<file path="config.mk">
export PLATFORM = sky130hd
export DESIGN_NAME = mc_control_fsm
export DESIGN_NICKNAME = d
export VERILOG_FILES = /design/src/rtl/mc_ctrl_pkg.sv /design/src/rtl/mc_opcode_decode.sv /design/src/rtl/mc_control_fsm.sv
export SDC_FILE = /design/constraint.sdc
export NUM_CORES = 1
export LEC_CHECK = 0
export ABC_CLOCK_PERIOD_IN_PS = 2700
export BUFFER_PORTS_ARGS = -buffer_cell sky130_fd_sc_hd__buf_4
export CAP_MARGIN = 5
export CELL_PAD_IN_SITES_DETAIL_PLACEMENT = 2
export CELL_PAD_IN_SITES_GLOBAL_PLACEMENT = 2
export CORE_ASPECT_RATIO = 2
export CORE_MARGIN = 8
export CORE_UTILIZATION = 28
export DETAILED_ROUTE_END_ITERATION = 8
export GPL_TIMING_DRIVEN = 0
export HOLD_SLACK_MARGIN = 0.06
export PLACE_DENSITY_LB_ADDON = 0.1
export SLEW_MARGIN = 30
export SYNTH_ARGS = -nofsm -noshare
export SYNTH_HDL_FRONTEND = slang
export SYNTH_SLANG_ARGS = --single-unit
</file>
<file path="constraint.sdc">
create_clock -name clk -period 2.7 [get_ports clk]
set_clock_uncertainty 0.1 [all_clocks]
set_input_delay 0.27 -clock clk [delete_from_list [all_inputs] [get_ports clk]]
set_output_delay 0.27 -clock clk [all_outputs]
set_load 0.005 [all_outputs]
</file>
<file path="src/rtl/mc_ctrl_pkg.sv">
// Purpose: shared types and encodings for the multicycle control unit (states, opcodes, ALU/mux codes).
// Latency: n/a (declarations only).
// Backpressure: n/a.
package mc_ctrl_pkg;

    typedef enum logic [3:0] {
        ST_IDLE,
        ST_LOAD,
        ST_FETCH,
        ST_DECODE,
        ST_EX_ALU,
        ST_EX_SH,
        ST_MEM_ADDR,
        ST_MEM_RD,
        ST_MEM_WB,
        ST_MEM_WR,
        ST_WB,
        ST_BRANCH,
        ST_JUMP,
        ST_HALT
    } state_t;

    // Which execution path DECODE hands the instruction to.
    typedef enum logic [2:0] {
        CLS_SHIFT,
        CLS_ALU,
        CLS_LOAD,
        CLS_STORE,
        CLS_BRANCH,
        CLS_JUMP,
        CLS_HALT,
        CLS_ILLEGAL
    } op_class_t;

    localparam logic [3:0] OP_SHIFT = 4'h0;
    localparam logic [3:0] OP_ADD   = 4'h1;
    localparam logic [3:0] OP_SUB   = 4'h2;
    localparam logic [3:0] OP_NAND  = 4'h3;
    localparam logic [3:0] OP_OR    = 4'h4;
    localparam logic [3:0] OP_ADDI  = 4'h5;
    localparam logic [3:0] OP_ORI   = 4'h6;
    localparam logic [3:0] OP_LW    = 4'h7;
    localparam logic [3:0] OP_SW    = 4'h8;
    localparam logic [3:0] OP_BEQ   = 4'h9;
    localparam logic [3:0] OP_BNE   = 4'hA;
    localparam logic [3:0] OP_JMP   = 4'hB;
    localparam logic [3:0] OP_BR    = 4'hC;
    localparam logic [3:0] OP_HALT  = 4'hF;

    localparam logic [1:0] ALU_ADD  = 2'b00;
    localparam logic [1:0] ALU_SUB  = 2'b01;
    localparam logic [1:0] ALU_NAND = 2'b10;
    localparam logic [1:0] ALU_OR   = 2'b11;

    localparam logic [2:0] SRCB_TWO      = 3'b000;
    localparam logic [2:0] SRCB_REG      = 3'b001;
    localparam logic [2:0] SRCB_SEXT     = 3'b010;
    localparam logic [2:0] SRCB_ZEXT     = 3'b011;
    localparam logic [2:0] SRCB_SEXT_SH1 = 3'b100;
    localparam logic [2:0] SRCB_ZEXT12   = 3'b101;

    localparam logic [1:0] REGA_RTYPE = 2'b00;
    localparam logic [1:0] REGA_IMM   = 2'b01;
    localparam logic [1:0] REGA_MEM   = 2'b10;

    // Everything the FSM needs to know about the current opcode.
    typedef struct packed {
        op_class_t  cls;
        logic [1:0] reg_a;
        logic       reg_b;
        logic       reg_dst;
        logic [1:0] alu_op;
        logic [2:0] alu_src_b;
        logic       eqb;
        logic       read3;
        logic       illegal;
    } dec_t;

endpackage

</file>
<file path="src/rtl/mc_opcode_decode.sv">
// Purpose: combinational opcode decode into execution class and per-opcode datapath fields.
// Latency: zero cycles (pure combinational).
// Backpressure: none; output follows opcode every cycle.
module mc_opcode_decode
    import mc_ctrl_pkg::*;
#(
    parameter logic [3:0] HALT_OP = 4'hF
) (
    input  logic [3:0] opcode,
    output dec_t       dec
);

    // Map the opcode onto its class and the operand/ALU fields used by later states.
    always_comb begin
        dec           = '0;
        dec.cls       = CLS_ILLEGAL;
        dec.reg_a     = REGA_RTYPE;
        dec.alu_op    = ALU_ADD;
        dec.alu_src_b = SRCB_TWO;
        if (opcode == HALT_OP) begin
            dec.cls = CLS_HALT;
        end else begin
            case (opcode)
                OP_SHIFT: dec.cls = CLS_SHIFT;
                OP_ADD, OP_SUB, OP_NAND, OP_OR: begin
                    dec.cls       = CLS_ALU;
                    dec.alu_src_b = SRCB_REG;
                    // ADD..OR are consecutive so the ALU code is opcode-1.
                    dec.alu_op    = 2'(opcode - 4'd1);
                end
                OP_ADDI: begin
                    dec.cls       = CLS_ALU;
                    dec.reg_a     = REGA_IMM;
                    dec.alu_src_b = SRCB_SEXT;
                    dec.alu_op    = ALU_ADD;
                end
                OP_ORI: begin
                    dec.cls       = CLS_ALU;
                    dec.reg_a     = REGA_IMM;
                    dec.alu_src_b = SRCB_ZEXT;
                    dec.alu_op    = ALU_OR;
                end
                OP_LW: begin
                    dec.cls       = CLS_LOAD;
                    dec.reg_a     = REGA_MEM;
                    dec.reg_dst   = 1'b1;
                    dec.alu_src_b = SRCB_SEXT;
                end
                OP_SW: begin
                    dec.cls       = CLS_STORE;
                    dec.reg_a     = REGA_MEM;
                    dec.reg_b     = 1'b1;
                    dec.alu_src_b = SRCB_SEXT;
                end
                OP_BEQ, OP_BNE: begin
                    dec.cls       = CLS_BRANCH;
                    dec.read3     = 1'b1;
                    dec.eqb       = (opcode == OP_BNE);
                    dec.alu_src_b = SRCB_REG;
                    dec.alu_op    = ALU_SUB;
                end
                OP_JMP: begin
                    dec.cls       = CLS_JUMP;
                    dec.alu_src_b = SRCB_ZEXT12;
                end
                OP_BR: begin
                    dec.cls       = CLS_JUMP;
                    dec.alu_src_b = SRCB_SEXT_SH1;
                end
                default: dec.illegal = 1'b1;
            endcase
        end
    end

endmodule

</file>
<file path="src/rtl/mc_control_fsm.sv">
// Purpose: Moore control FSM sequencing fetch/decode/execute/memory/writeback plus program-load mode and halt.
// Latency: 1 cycle per state; CPI 4 ALU/shift/SW, 5 LW, 3 branch/jump, 2 to reach HALT.
// Backpressure: none; LOAD writes only on prog_valid, IDLE waits for start/prog_en, HALT waits for rst.
module mc_control_fsm
    import mc_ctrl_pkg::*;
#(
    parameter logic [3:0] HALT_OP       = 4'hF,
    parameter bit         ILLEGAL_HALTS = 1'b1
) (
    input  logic       clk,
    input  logic       rst,
    input  logic       start,
    input  logic       prog_en,
    input  logic       prog_valid,
    input  logic [3:0] opcode,
    output logic       pc_wr,
    output logic       pc_src,
    output logic       eqb,
    output logic       instr_wr,
    output logic       pc_clr,
    output logic [1:0] regA,
    output logic       regB,
    output logic       reg_dst,
    output logic       read3,
    output logic       reg_wr,
    output logic       mem_to_reg,
    output logic       alu_srcA,
    output logic       output_cont,
    output logic [2:0] alu_srcB,
    output logic [1:0] alu_op,
    output logic       memr,
    output logic       memw,
    output logic       busy,
    output logic       halted,
    output logic       illegal
);

    state_t state;
    state_t state_nxt;
    dec_t   dec;
    logic   illegal_q;
    logic   in_instr;

    mc_opcode_decode #(
        .HALT_OP (HALT_OP)
    ) u_dec (
        .opcode (opcode),
        .dec    (dec)
    );

    // State register with synchronous reset to IDLE.
    always_ff @(posedge clk) begin
        if (rst) begin
            state <= ST_IDLE;
        end else begin
            state <= state_nxt;
        end
    end

    // Remember that HALT was entered through an illegal opcode rather than HALT_OP.
    always_ff @(posedge clk) begin
        if (rst) begin
            illegal_q <= 1'b0;
        end else if (ILLEGAL_HALTS && state == ST_DECODE && dec.cls == CLS_ILLEGAL) begin
            illegal_q <= 1'b1;
        end
    end

    // Operands stay selected from DECODE to the last state since the register file re-reads each clock.
    assign in_instr = (state != ST_IDLE) && (state != ST_LOAD) &&
                      (state != ST_FETCH) && (state != ST_HALT);

    // Next-state and Moore outputs; everything stays 0 while rst is high so nothing commits on the reset edge.
    always_comb begin
        state_nxt   = state;
        pc_wr       = 1'b0;
        pc_src      = 1'b0;
        eqb         = 1'b0;
        instr_wr    = 1'b0;
        pc_clr      = 1'b0;
        regA        = REGA_RTYPE;
        regB        = 1'b0;
        reg_dst     = 1'b0;
        read3       = 1'b0;
        reg_wr      = 1'b0;
        mem_to_reg  = 1'b0;
        alu_srcA    = 1'b0;
        output_cont = 1'b0;
        alu_srcB    = SRCB_TWO;
        alu_op      = ALU_ADD;
        memr        = 1'b0;
        memw        = 1'b0;
        busy        = 1'b0;
        halted      = 1'b0;
        illegal     = 1'b0;

        if (!rst) begin
            busy = (state != ST_IDLE) && (state != ST_HALT);
            if (in_instr) begin
                regA    = dec.reg_a;
                regB    = dec.reg_b;
                reg_dst = dec.reg_dst;
            end

            case (state)
                ST_IDLE: begin
                    if (prog_en) begin
                        state_nxt = ST_LOAD;
                        pc_clr    = 1'b1;
                    end else if (start) begin
                        state_nxt = ST_FETCH;
                        pc_clr    = 1'b1;
                    end
                end
                ST_LOAD: begin
                    // pc <= pc + 2 alongside the instruction-memory write.
                    instr_wr = prog_valid;
                    pc_wr    = prog_valid;
                    if (!prog_en) begin
                        state_nxt = ST_IDLE;
                    end
                end
                ST_FETCH: begin
                    pc_wr     = 1'b1;
                    state_nxt = ST_DECODE;
                end
                ST_DECODE: begin
                    read3 = dec.read3;
                    case (dec.cls)
                        CLS_SHIFT:             state_nxt = ST_EX_SH;
                        CLS_ALU:               state_nxt = ST_EX_ALU;
                        CLS_LOAD, CLS_STORE:   state_nxt = ST_MEM_ADDR;
                        CLS_BRANCH:            state_nxt = ST_BRANCH;
                        CLS_JUMP:              state_nxt = ST_JUMP;
                        CLS_HALT:              state_nxt = ST_HALT;
                        default:               state_nxt = ILLEGAL_HALTS ? ST_HALT : ST_FETCH;
                    endcase
                end
                ST_EX_ALU: begin
                    alu_srcA  = 1'b1;
                    alu_srcB  = dec.alu_src_b;
                    alu_op    = dec.alu_op;
                    state_nxt = ST_WB;
                end
                ST_EX_SH: begin
                    alu_srcA    = 1'b1;
                    output_cont = 1'b1;
                    state_nxt   = ST_WB;
                end
                ST_WB: begin
                    reg_wr    = 1'b1;
                    state_nxt = ST_FETCH;
                end
                ST_MEM_ADDR: begin
                    alu_srcA  = 1'b1;
                    alu_srcB  = SRCB_SEXT;
                    state_nxt = (dec.cls == CLS_STORE) ? ST_MEM_WR : ST_MEM_RD;
                end
                ST_MEM_RD: begin
                    memr      = 1'b1;
                    state_nxt = ST_MEM_WB;
                end
                ST_MEM_WB: begin
                    reg_wr     = 1'b1;
                    mem_to_reg = 1'b1;
                    state_nxt  = ST_FETCH;
                end
                ST_MEM_WR: begin
                    memw      = 1'b1;
                    state_nxt = ST_FETCH;
                end
                ST_BRANCH: begin
                    // Datapath commits pc <= C only when eqb ^ zf.
                    alu_srcA  = 1'b1;
                    alu_srcB  = SRCB_REG;
                    alu_op    = ALU_SUB;
                    pc_src    = 1'b1;
                    eqb       = dec.eqb;
                    state_nxt = ST_FETCH;
                end
                ST_JUMP: begin
                    // Offset is added to the pc already advanced by FETCH.
                    pc_wr     = 1'b1;
                    alu_srcB  = dec.alu_src_b;
                    state_nxt = ST_FETCH;
                end
                ST_HALT: begin
                    halted  = 1'b1;
                    illegal = illegal_q;
                end
                default: state_nxt = ST_IDLE;
            endcase
        end
    end

endmodule

</file>
==> impl_results.html, run 1 <==
<table>
<tr><th>Metric</th><th>Value</th></tr>
<tr><th colspan="2">Status</th></tr>
<tr><td>Run status</td><td>complete, no violations</td></tr>
<tr><th colspan="2">Setup path</th></tr>
<tr><td>Maximum net fanout on the critical path</td><td>10</td></tr>
<tr><td>Startpoint type of the worst setup path</td><td>flip-flop</td></tr>
<tr><td>Total number of cells along the worst setup path</td><td>6</td></tr>
<tr><td>Register-to-register setup slack</td><td>about 1.1 ns</td></tr>
<tr><td>Slowest stage cell on the critical path</td><td>sky130_fd_sc_hd__nor4_1</td></tr>
<tr><td>Delay-heaviest family, CP</td><td>simple AND/OR/NAND/NOR gates</td></tr>
<tr><td>Crit path largest cell delay</td><td>between 0.5 and 0.6 ns</td></tr>
<tr><td>Worst setup path category</td><td>reg2out</td></tr>
<tr><td>Required @ worst endpoint</td><td>about 2.3 ns</td></tr>
<tr><td>Arrival time at the worst endpoint</td><td>roughly 2.0 ns</td></tr>
<tr><td>Reg2reg path depth</td><td>5</td></tr>
<tr><td>Crit path capture type</td><td>output port</td></tr>
<tr><td>Critical-path cell list</td><td>clkbuf_2, buf_4, nor4_1, o21ai_0, nor4_1, buf_4</td></tr>
<tr><td>CP Buf/Inv Count</td><td>3</td></tr>
<tr><th colspan="2">Synthesis</th></tr>
<tr><td>Number of distinct library cell variants in the gate-level netlist after synthesis</td><td>48</td></tr>
<tr><td>Share of synthesized area occupied by flip-flops and latches</td><td>0.104</td></tr>
<tr><td>Async set-or-reset flop fraction in the synthesized netlist</td><td>0</td></tr>
<tr><td>Ys flop type</td><td>sky130_fd_sc_hd__dfxtp_1</td></tr>
<tr><td>Number of warnings printed during yosys synthesis</td><td>0</td></tr>
<tr><td>Post-Syn Area</td><td>958 um2</td></tr>
<tr><td>Top cells by area, synth</td><td>sky130_fd_sc_hd__dfxtp_1 (10%), sky130_fd_sc_hd__nor2_1 (8.2%), sky130_fd_sc_hd__a21oi_1 (5.7%)</td></tr>
<tr><td>Fraction of synthesized cell area taken by the top area cell type</td><td>0.104</td></tr>
<tr><td>Seq cells post-synth</td><td>5</td></tr>
<tr><td>Net count after synthesis</td><td>153</td></tr>
<tr><td>Mapped Avg Cell Area</td><td>6.85 um2</td></tr>
<tr><td>Number of synthesized flops with an enable pin</td><td>0</td></tr>
<tr><td>Post-synthesis instance total</td><td>140</td></tr>
<tr><td>Post-synthesis cell type with the largest combined area</td><td>sky130_fd_sc_hd__dfxtp_1</td></tr>
<tr><th colspan="2">Job</th></tr>
<tr><td>Number of max-capacitance violations reported</td><td>0</td></tr>
<tr><th colspan="2">Clock network</th></tr>
<tr><td>Count of hold-fix buffers inserted at cts</td><td>0</td></tr>
<tr><td>Number of setup buffers added after CTS</td><td>0</td></tr>
<tr><td>Post-cts sizing count</td><td>0</td></tr>
<tr><td># H-tree levels</td><td>1</td></tr>
<tr><td>Num CTS Buffers</td><td>3</td></tr>
<tr><td>Clock root buffer</td><td>sky130_fd_sc_hd__clkbuf_8</td></tr>
<tr><td>Total clock sinks</td><td>5</td></tr>
<tr><td>Clock transition at the registers of the reported paths</td><td>0.04 ns</td></tr>
<tr><td>Clock latency of the later-clocked register in the worst-skew pair</td><td>0.23 ns</td></tr>
<tr><td>Buffer depth of the longest clock path</td><td>2</td></tr>
<tr><td>TritonCTS clock tree</td><td>done</td></tr>
<tr><th colspan="2">Placement</th></tr>
<tr><td>Count of buffers from port buffering</td><td>31</td></tr>
<tr><td>Final weighted congestion of routability-driven global placement</td><td>0.799</td></tr>
<tr><td>HPWL Detailed</td><td>3.47 mm</td></tr>
<tr><th colspan="2">Global routing</th></tr>
<tr><td>GR Overflow Total</td><td>0</td></tr>
<tr><td>Aggregate global-route resource usage</td><td>0.155</td></tr>
<tr><td>Vias in the first global route</td><td>1412</td></tr>
<tr><td>Antenna violations before repair</td><td>0</td></tr>
<tr><td>Largest net degree at the start of global routing</td><td>11</td></tr>
<tr><td>First-pass GRT wire length</td><td>7.16 mm</td></tr>
<tr><th colspan="2">Timing</th></tr>
<tr><td>Setup repair after global routing missed its margin</td><td>false</td></tr>
<tr><td>Worst rel slew slack</td><td>0.590</td></tr>
<tr><td>Hold WS</td><td>0.384 ns</td></tr>
<tr><td>Max-slew violations</td><td>0</td></tr>
<tr><td>Final setup vio count</td><td>0</td></tr>
<tr><td>Clock period minus worst slack</td><td>2.37 ns</td></tr>
<tr><td>Maximum operating frequency</td><td>0.422 GHz</td></tr>
<tr><td>Final worst path period share</td><td>0.879</td></tr>
<tr><td>Final sum of negative setup slack</td><td>0 ns</td></tr>
<tr><td>Actual transition at the worst max-transition pin</td><td>0.610 ns</td></tr>
<tr><td>Final-report hold violation count</td><td>0</td></tr>
<tr><th colspan="2">Drt</th></tr>
<tr><td>Violation count after the first detailed-route iteration</td><td>11</td></tr>
<tr><td>Routed Antenna Nets</td><td>0</td></tr>
<tr><td>Vias per cell</td><td>5.96</td></tr>
<tr><td>Drt total wl</td><td>~4.3 mm</td></tr>
<tr><td>Routed wirelength normalized by instance count</td><td>roughly 21 um</td></tr>
<tr><td>DRT Pass-1 Iters</td><td>4</td></tr>
<tr><td># DRC</td><td>0</td></tr>
<tr><td>Total number of vias</td><td>around 1200</td></tr>
<tr><th colspan="2">Power</th></tr>
<tr><td>Comb power frac</td><td>0.471</td></tr>
<tr><td>IR drop worst, VDD</td><td>0.118 mV</td></tr>
<tr><td>Seq pwr share</td><td>0.193</td></tr>
<tr><td>Switching Power</td><td>166 uW</td></tr>
<tr><td>Clock Power Share</td><td>0.336</td></tr>
<tr><td>Internal power of the cells</td><td>266 uW</td></tr>
<tr><td>LEAKAGE</td><td>0.544 nW</td></tr>
<tr><td>Cell area power density</td><td>339 mW/mm2</td></tr>
<tr><td>Net switching fraction of the power</td><td>0.385</td></tr>
<tr><th colspan="2">Cells and area</th></tr>
<tr><td>Area used by sequential logic in the layout</td><td>100 um2</td></tr>
<tr><td>Number of filler cells placed in the layout</td><td>about 430</td></tr>
<tr><td>Commonest cells after routing, fill and taps aside</td><td>sky130_fd_sc_hd__buf_4 (36), sky130_fd_sc_hd__nor2_1 (21), sky130_fd_sc_hd__a21oi_1 (11)</td></tr>
<tr><td>Diodes inserted</td><td>0</td></tr>
<tr><td>Multi-input gate area</td><td>about 720 um2</td></tr>
<tr><td>Leading cell type in the layout, fill and taps excluded</td><td>sky130_fd_sc_hd__buf_4</td></tr>
<tr><td>Share of layout cells above drive strength 1</td><td>0.309</td></tr>
<tr><td>Final net count</td><td>~190</td></tr>
<tr><td>Area Overhead vs Synth</td><td>33.2%</td></tr>
<tr><th colspan="2">Worst hold path</th></tr>
<tr><td>Hold Path Class</td><td>in2reg</td></tr>
<tr><td>Hold Crit Depth</td><td>3</td></tr>
<tr><th colspan="2">Die</th></tr>
<tr><td>Floorplan die height</td><td>98.7 um</td></tr>
<tr><td>Core ar.</td><td>0.00334 mm2</td></tr>
<tr><td>Starting density of the core</td><td>0.287</td></tr>
<tr><td>Number of I/O pins</td><td>33</td></tr>
<tr><td>Site Rows</td><td>30</td></tr>
<tr><td>Die area</td><td>~0.0057 mm2</td></tr>
<tr><td>Die boundary width</td><td>57.4 um</td></tr>
</table>
==> synth_stat cells, types with 3 or more instances <==
master                     number
sky130_fd_sc_hd__nor2b_1        3
sky130_fd_sc_hd__buf_4          5
sky130_fd_sc_hd__inv_1          8
sky130_fd_sc_hd__clkbuf_1       3
sky130_fd_sc_hd__o22ai_1        3
sky130_fd_sc_hd__nor4_1         5
sky130_fd_sc_hd__a21oi_1       11
sky130_fd_sc_hd__nand2b_1       5
sky130_fd_sc_hd__nor3_1         6
sky130_fd_sc_hd__o21ai_0        5
sky130_fd_sc_hd__nand3b_1       4
sky130_fd_sc_hd__or3b_2         3
sky130_fd_sc_hd__nor2_1        21
sky130_fd_sc_hd__or3_1          4
sky130_fd_sc_hd__ha_1           4
sky130_fd_sc_hd__dfxtp_1        5
sky130_fd_sc_hd__buf_6          4
sky130_fd_sc_hd__nand2_1        6
==> worst paths after layout <==
| check | from | to |
|---|---|---|
| worst min register to register | illegal_q | illegal_q |
| worst max-delay path | state[1] | alu_op[1] |
| worst max register to register | state[3] | state[1] |
| worst min-delay path | rst | state[1] |
==> sequential cells by signal, indices dropped and copies added, names as in the netlist <==
register   cells
state          4
illegal_q      1
==> power groups by stage <==
stage	Clock (mW)	Combinational (mW)	Sequential [mW]
floorplan	0	0.134	0.0838
global placement	0	0.196	0.0847
detailed placement	0	0.203	0.0848
CTS	0.145	0.205	0.0837
global route	0.149	0.222	0.0841
finish	0.145	0.203	0.0836
==> routing by layer <==
layer	vias to the layer above	routed length [um]	global-route usage
met5	-	0	0
met4	0	109	0.0584
met3	8	163	0.0313
met2	28	2460	0.311
met1	617	1560	0.140
li1	580	-	-
==> layout make-up <==
type / instances / area share
clock buffer: 4 / 0.0353
buffer: 14 / 0.0833
sequential: 5 / 0.0784
inverter: 8 / 0.0235
timing repair buffer: 31 / 0.182
multi-input combinational: 113 / 0.566
tap: 32 / 0.0314
==> metrics by stage <==
step	worst slack, ns	total power [mW]	util	std cells	cell area [um2]
5_1_grt	0.207	0.455	0.382	207	1280
3_3_place_gp	0.407	0.280	0.369	203	1230
2_1_floorplan	0.949	0.217	-	140	958
3_5_place_dp	0.379	0.288	0.369	203	1230
6_report	0.328	0.432	0.382	207	1280
4_1_cts	0.323	0.434	0.382	207	1280
==> cell families after synthesis <==
group                      Yosys count  share of synthesized area
and+or+nand+nor                     69                      0.406
DFF                                  5                      0.104
adders and majority gates            4                     0.0522
buffers and inverters               22                      0.142
AOI/OAI and AO/OA                   38                      0.273
muxes                                2                     0.0222
==> worst reg2reg max path: cells and delay by family, from the launching register on <==
kind | cells | cell delay (ns)
DFF | 1 | 0.36
buffers and inverters | 2 | 0.57
muxes | 1 | 0.20
AOI/OAI and AO/OA | 2 | 0.24
Note: power is estimated with default switching activity, not from simulation.
==> inputs of run 2 (changes only) <==
- ABC_CLOCK_PERIOD_IN_PS: 2700 -> 2480
- CORE_UTILIZATION: 28 -> 26
- CTS_CLUSTER_SIZE: unset -> 12
- REMOVE_ABC_BUFFERS: unset -> 1
- clock period: 2.7 -> 2.48 ns (I/O delays scaled with it)
==> run 2 against run 1 <==
Routed wire length is 8.0% lower. Clock power is 8% higher. Worst setup slack worse by 0.17 ns. First-iteration DRC count is 27% lower. Hold slack worse by 0.13 ns. Via count is 5.8% lower. Global-route usage is 2.0 points lower. Power is 2.7% higher. Die area is 6.0% higher. Cell count is 1.9% higher. Combinational power is 17% lower. Flip-flop and latch count stayed put. Largest cell class unchanged. Highest routed layer unchanged.
==> impl_results.html, run 2 (synthesis results as in run 1) <==
<table>
<tr><th>Metric</th><th>Value</th></tr>
<tr><th colspan="2">Cells and area</th></tr>
<tr><td>Final Non-Filler Cells</td><td>211</td></tr>
<tr><td>Share of layout cells above drive strength 1</td><td>0.290</td></tr>
<tr><td>Final cell utilization of the core</td><td>0.341</td></tr>
<tr><td>Final net count</td><td>176</td></tr>
<tr><td>Area Overhead vs Synth</td><td>26.9%</td></tr>
<tr><td>Number of filler cells placed in the layout</td><td>467</td></tr>
<tr><td>Diodes inserted</td><td>0</td></tr>
<tr><td>Flip-flop count of the largest register after layout</td><td>4</td></tr>
<tr><td>Leading cell type in the layout, fill and taps excluded</td><td>sky130_fd_sc_hd__buf_4</td></tr>
<tr><td>Leading registers by flop count</td><td>state (4), illegal_q (1)</td></tr>
<tr><td>Register containing the most flip-flops in the final layout</td><td>state</td></tr>
<tr><td>Commonest cells after routing, fill and taps aside</td><td>sky130_fd_sc_hd__buf_4 (32), sky130_fd_sc_hd__nor2_1 (21), sky130_fd_sc_hd__a21oi_1 (11)</td></tr>
<tr><th colspan="2">Die</th></tr>
<tr><td>Site Rows</td><td>31</td></tr>
<tr><td>Starting density of the core</td><td>0.269</td></tr>
<tr><td>Number of I/O pins</td><td>33</td></tr>
<tr><td>Floorplan die height</td><td>102 um</td></tr>
<tr><td>Die area</td><td>about 0.006 mm2</td></tr>
<tr><td>Die boundary width</td><td>58.9 um</td></tr>
<tr><td>Core ar.</td><td>approximately 0.0036 mm2</td></tr>
<tr><th colspan="2">Timing</th></tr>
<tr><td>Worst rel slew slack</td><td>0.517</td></tr>
<tr><td>Clock period minus worst slack</td><td>between 2 and 2.5 ns</td></tr>
<tr><td>Setup ws final</td><td>0.156 ns</td></tr>
<tr><td>Setup repair after global routing missed its margin</td><td>false</td></tr>
<tr><td>Final-report hold violation count</td><td>0</td></tr>
<tr><td>Actual transition at the worst max-transition pin</td><td>0.723 ns</td></tr>
<tr><td>Final setup vio count</td><td>0</td></tr>
<tr><td>Maximum operating frequency</td><td>0.430 GHz</td></tr>
<tr><td>Hold WS</td><td>0.252 ns</td></tr>
<tr><td>Final worst path period share</td><td>0.937</td></tr>
<tr><td>Max-slew violations</td><td>0</td></tr>
<tr><th colspan="2">Clock network</th></tr>
<tr><td># H-tree levels</td><td>1</td></tr>
<tr><td>Clock latency of the later-clocked register in the worst-skew pair</td><td>0.22 ns</td></tr>
<tr><td>Buffer depth of the longest clock path</td><td>2</td></tr>
<tr><td>Num CTS Buffers</td><td>3</td></tr>
<tr><td>Clock root buffer</td><td>sky130_fd_sc_hd__clkbuf_8</td></tr>
<tr><td>TritonCTS clock tree</td><td>done</td></tr>
<tr><td>Total clock sinks</td><td>5</td></tr>
<tr><td>Number of setup buffers added after CTS</td><td>0</td></tr>
<tr><td>Clock transition at the registers of the reported paths</td><td>0.04 ns</td></tr>
<tr><th colspan="2">Drt</th></tr>
<tr><td>Vias per cell</td><td>~5.5</td></tr>
<tr><td>DRT Pass-1 Iters</td><td>2</td></tr>
<tr><td>Routed Antenna Nets</td><td>0</td></tr>
<tr><td>Violation count after the first detailed-route iteration</td><td>8</td></tr>
<tr><td>Routed wirelength normalized by instance count</td><td>18.7 um</td></tr>
<tr><td># DRC</td><td>0</td></tr>
<tr><td>Total number of vias</td><td>roughly 1200</td></tr>
<tr><td>Drt total wl</td><td>about 3.9 mm</td></tr>
<tr><th colspan="2">Power</th></tr>
<tr><td>Switching Power</td><td>around 170 uW</td></tr>
<tr><td>Internal power of the cells</td><td>273 uW</td></tr>
<tr><td>Cell area power density</td><td>365 mW/mm2</td></tr>
<tr><td>LEAKAGE</td><td>0.488 nW</td></tr>
<tr><td>Net switching fraction of the power</td><td>0.384</td></tr>
<tr><td>Comb power frac</td><td>0.381</td></tr>
<tr><td>Clock Power Share</td><td>0.353</td></tr>
<tr><td>Seq pwr share</td><td>0.267</td></tr>
<tr><td>IR drop worst, VDD</td><td>0.0999 mV</td></tr>
<tr><th colspan="2">Job</th></tr>
<tr><td>Number of max-capacitance violations reported</td><td>0</td></tr>
<tr><th colspan="2">Global routing</th></tr>
<tr><td>First-pass GRT wire length</td><td>between 6 and 7 mm</td></tr>
<tr><td>Largest net degree at the start of global routing</td><td>22</td></tr>
<tr><td>Aggregate global-route resource usage</td><td>0.135</td></tr>
<tr><td>Antenna violations before repair</td><td>0</td></tr>
<tr><td>Vias in the first global route</td><td>1296</td></tr>
<tr><td>GR Overflow Total</td><td>0</td></tr>
<tr><th colspan="2">Setup path</th></tr>
<tr><td>Startpoint type of the worst setup path</td><td>flip-flop</td></tr>
<tr><td>Crit path capture type</td><td>output port</td></tr>
<tr><td>Required @ worst endpoint</td><td>2.13 ns</td></tr>
<tr><td>Arrival time at the worst endpoint</td><td>between 1.5 and 2 ns</td></tr>
<tr><td>Worst setup path category</td><td>reg2out</td></tr>
<tr><td>Maximum net fanout on the critical path</td><td>21</td></tr>
<tr><th colspan="2">Status</th></tr>
<tr><td>Run status</td><td>complete, no violations</td></tr>
<tr><th colspan="2">Placement</th></tr>
<tr><td>Placed instance count</td><td>207</td></tr>
<tr><td>Post-placement worst setup slack</td><td>-0.143 ns</td></tr>
<tr><td>Final weighted congestion of routability-driven global placement</td><td>0.791</td></tr>
<tr><td>HPWL Detailed</td><td>3.04 mm</td></tr>
<tr><td>Count of buffers from port buffering</td><td>32</td></tr>
<tr><th colspan="2">Worst hold path</th></tr>
<tr><td>Hold Path Class</td><td>in2reg</td></tr>
</table>
run 2: cell count changes in the layout (fill, tap and decap cells not counted):
cell | before | now
sky130_fd_sc_hd__dfxtp_2 | 0 | 2
sky130_fd_sc_hd__nor4_4 | 0 | 1
sky130_fd_sc_hd__nor4_1 | 5 | 4
sky130_fd_sc_hd__buf_6 | 4 | 0
sky130_fd_sc_hd__clkbuf_1 | 4 | 1
sky130_fd_sc_hd__buf_4 | 36 | 32
sky130_fd_sc_hd__clkbuf_2 | 1 | 0
sky130_fd_sc_hd__dfxtp_1 | 5 | 3
sky130_fd_sc_hd__clkbuf_4 | 1 | 0
run 2: metrics by stage:
step           TNS [ns]  cell area (um2)  power, mW
3_5_place_dp     -0.143             1150      0.287
5_1_grt               0             1220      0.471
2_1_floorplan         0              852      0.210
6_report              0             1220      0.444
4_1_cts               0             1210      0.447
3_3_place_gp    -0.0537             1150      0.279
run 2: layout make-up:
cell class,instances,area [um2],area share
clock buffers,4,45.0,0.0370
inverters,8,30.0,0.0247
multi-input cells,113,737,0.606
flip-flops and latches,5,103,0.0844
well taps,49,61.3,0.0504
repair buffers,32,240,0.198
run 2: what timing repair did:
| action | 4_1_cts | 5_1_grt |
|---|---|---|
| gates cloned | 0 | 0 |
| hold buffers | 0 | 0 |
| pin swaps | 0 | 0 |
| resized for setup | 3 | 1 |
| setup endpoints to repair | 3 | 1 |
run 2: worst paths after layout:
| check | from | end | slack (ns) | cells after the start |
|---|---|---|---|---|
| worst max register to register | state[1] | state[0] | 0.83 | 4 |
| worst max-delay path | state[3] | regA[0] | 0.16 | 4 |
| worst min-delay path | rst | state[0] | 0.25 | 2 |
| worst min register to register | illegal_q | illegal_q | 0.39 | 2 |
run 2: critical path, stage by stage, from the launching register on:
cell	delay [ns]
sky130_fd_sc_hd__dfxtp_1	0.78
sky130_fd_sc_hd__a211oi_1	0.09
sky130_fd_sc_hd__or3_1	0.45
sky130_fd_sc_hd__nor4_1	0.27
sky130_fd_sc_hd__buf_4	0.16
run 2: layer usage:
layer  part of all wire  vias to the layer above  GRT usage
li1                   -                      555          -
met5                  0                        -          0
met4              0.017                        0     0.0501
met3              0.042                        7     0.0252
met2               0.55                       32      0.262
met1               0.39                      567      0.132
run 2: power groups by stage:
stage          logic [mW]  registers, mW  clock network (mW)
5_1_grt             0.186          0.121               0.164
3_5_place_dp        0.169          0.118                   0
2_1_floorplan       0.103          0.107                   0
3_3_place_gp        0.162          0.117                   0
6_report            0.169          0.119               0.157
4_1_cts             0.173          0.118               0.156
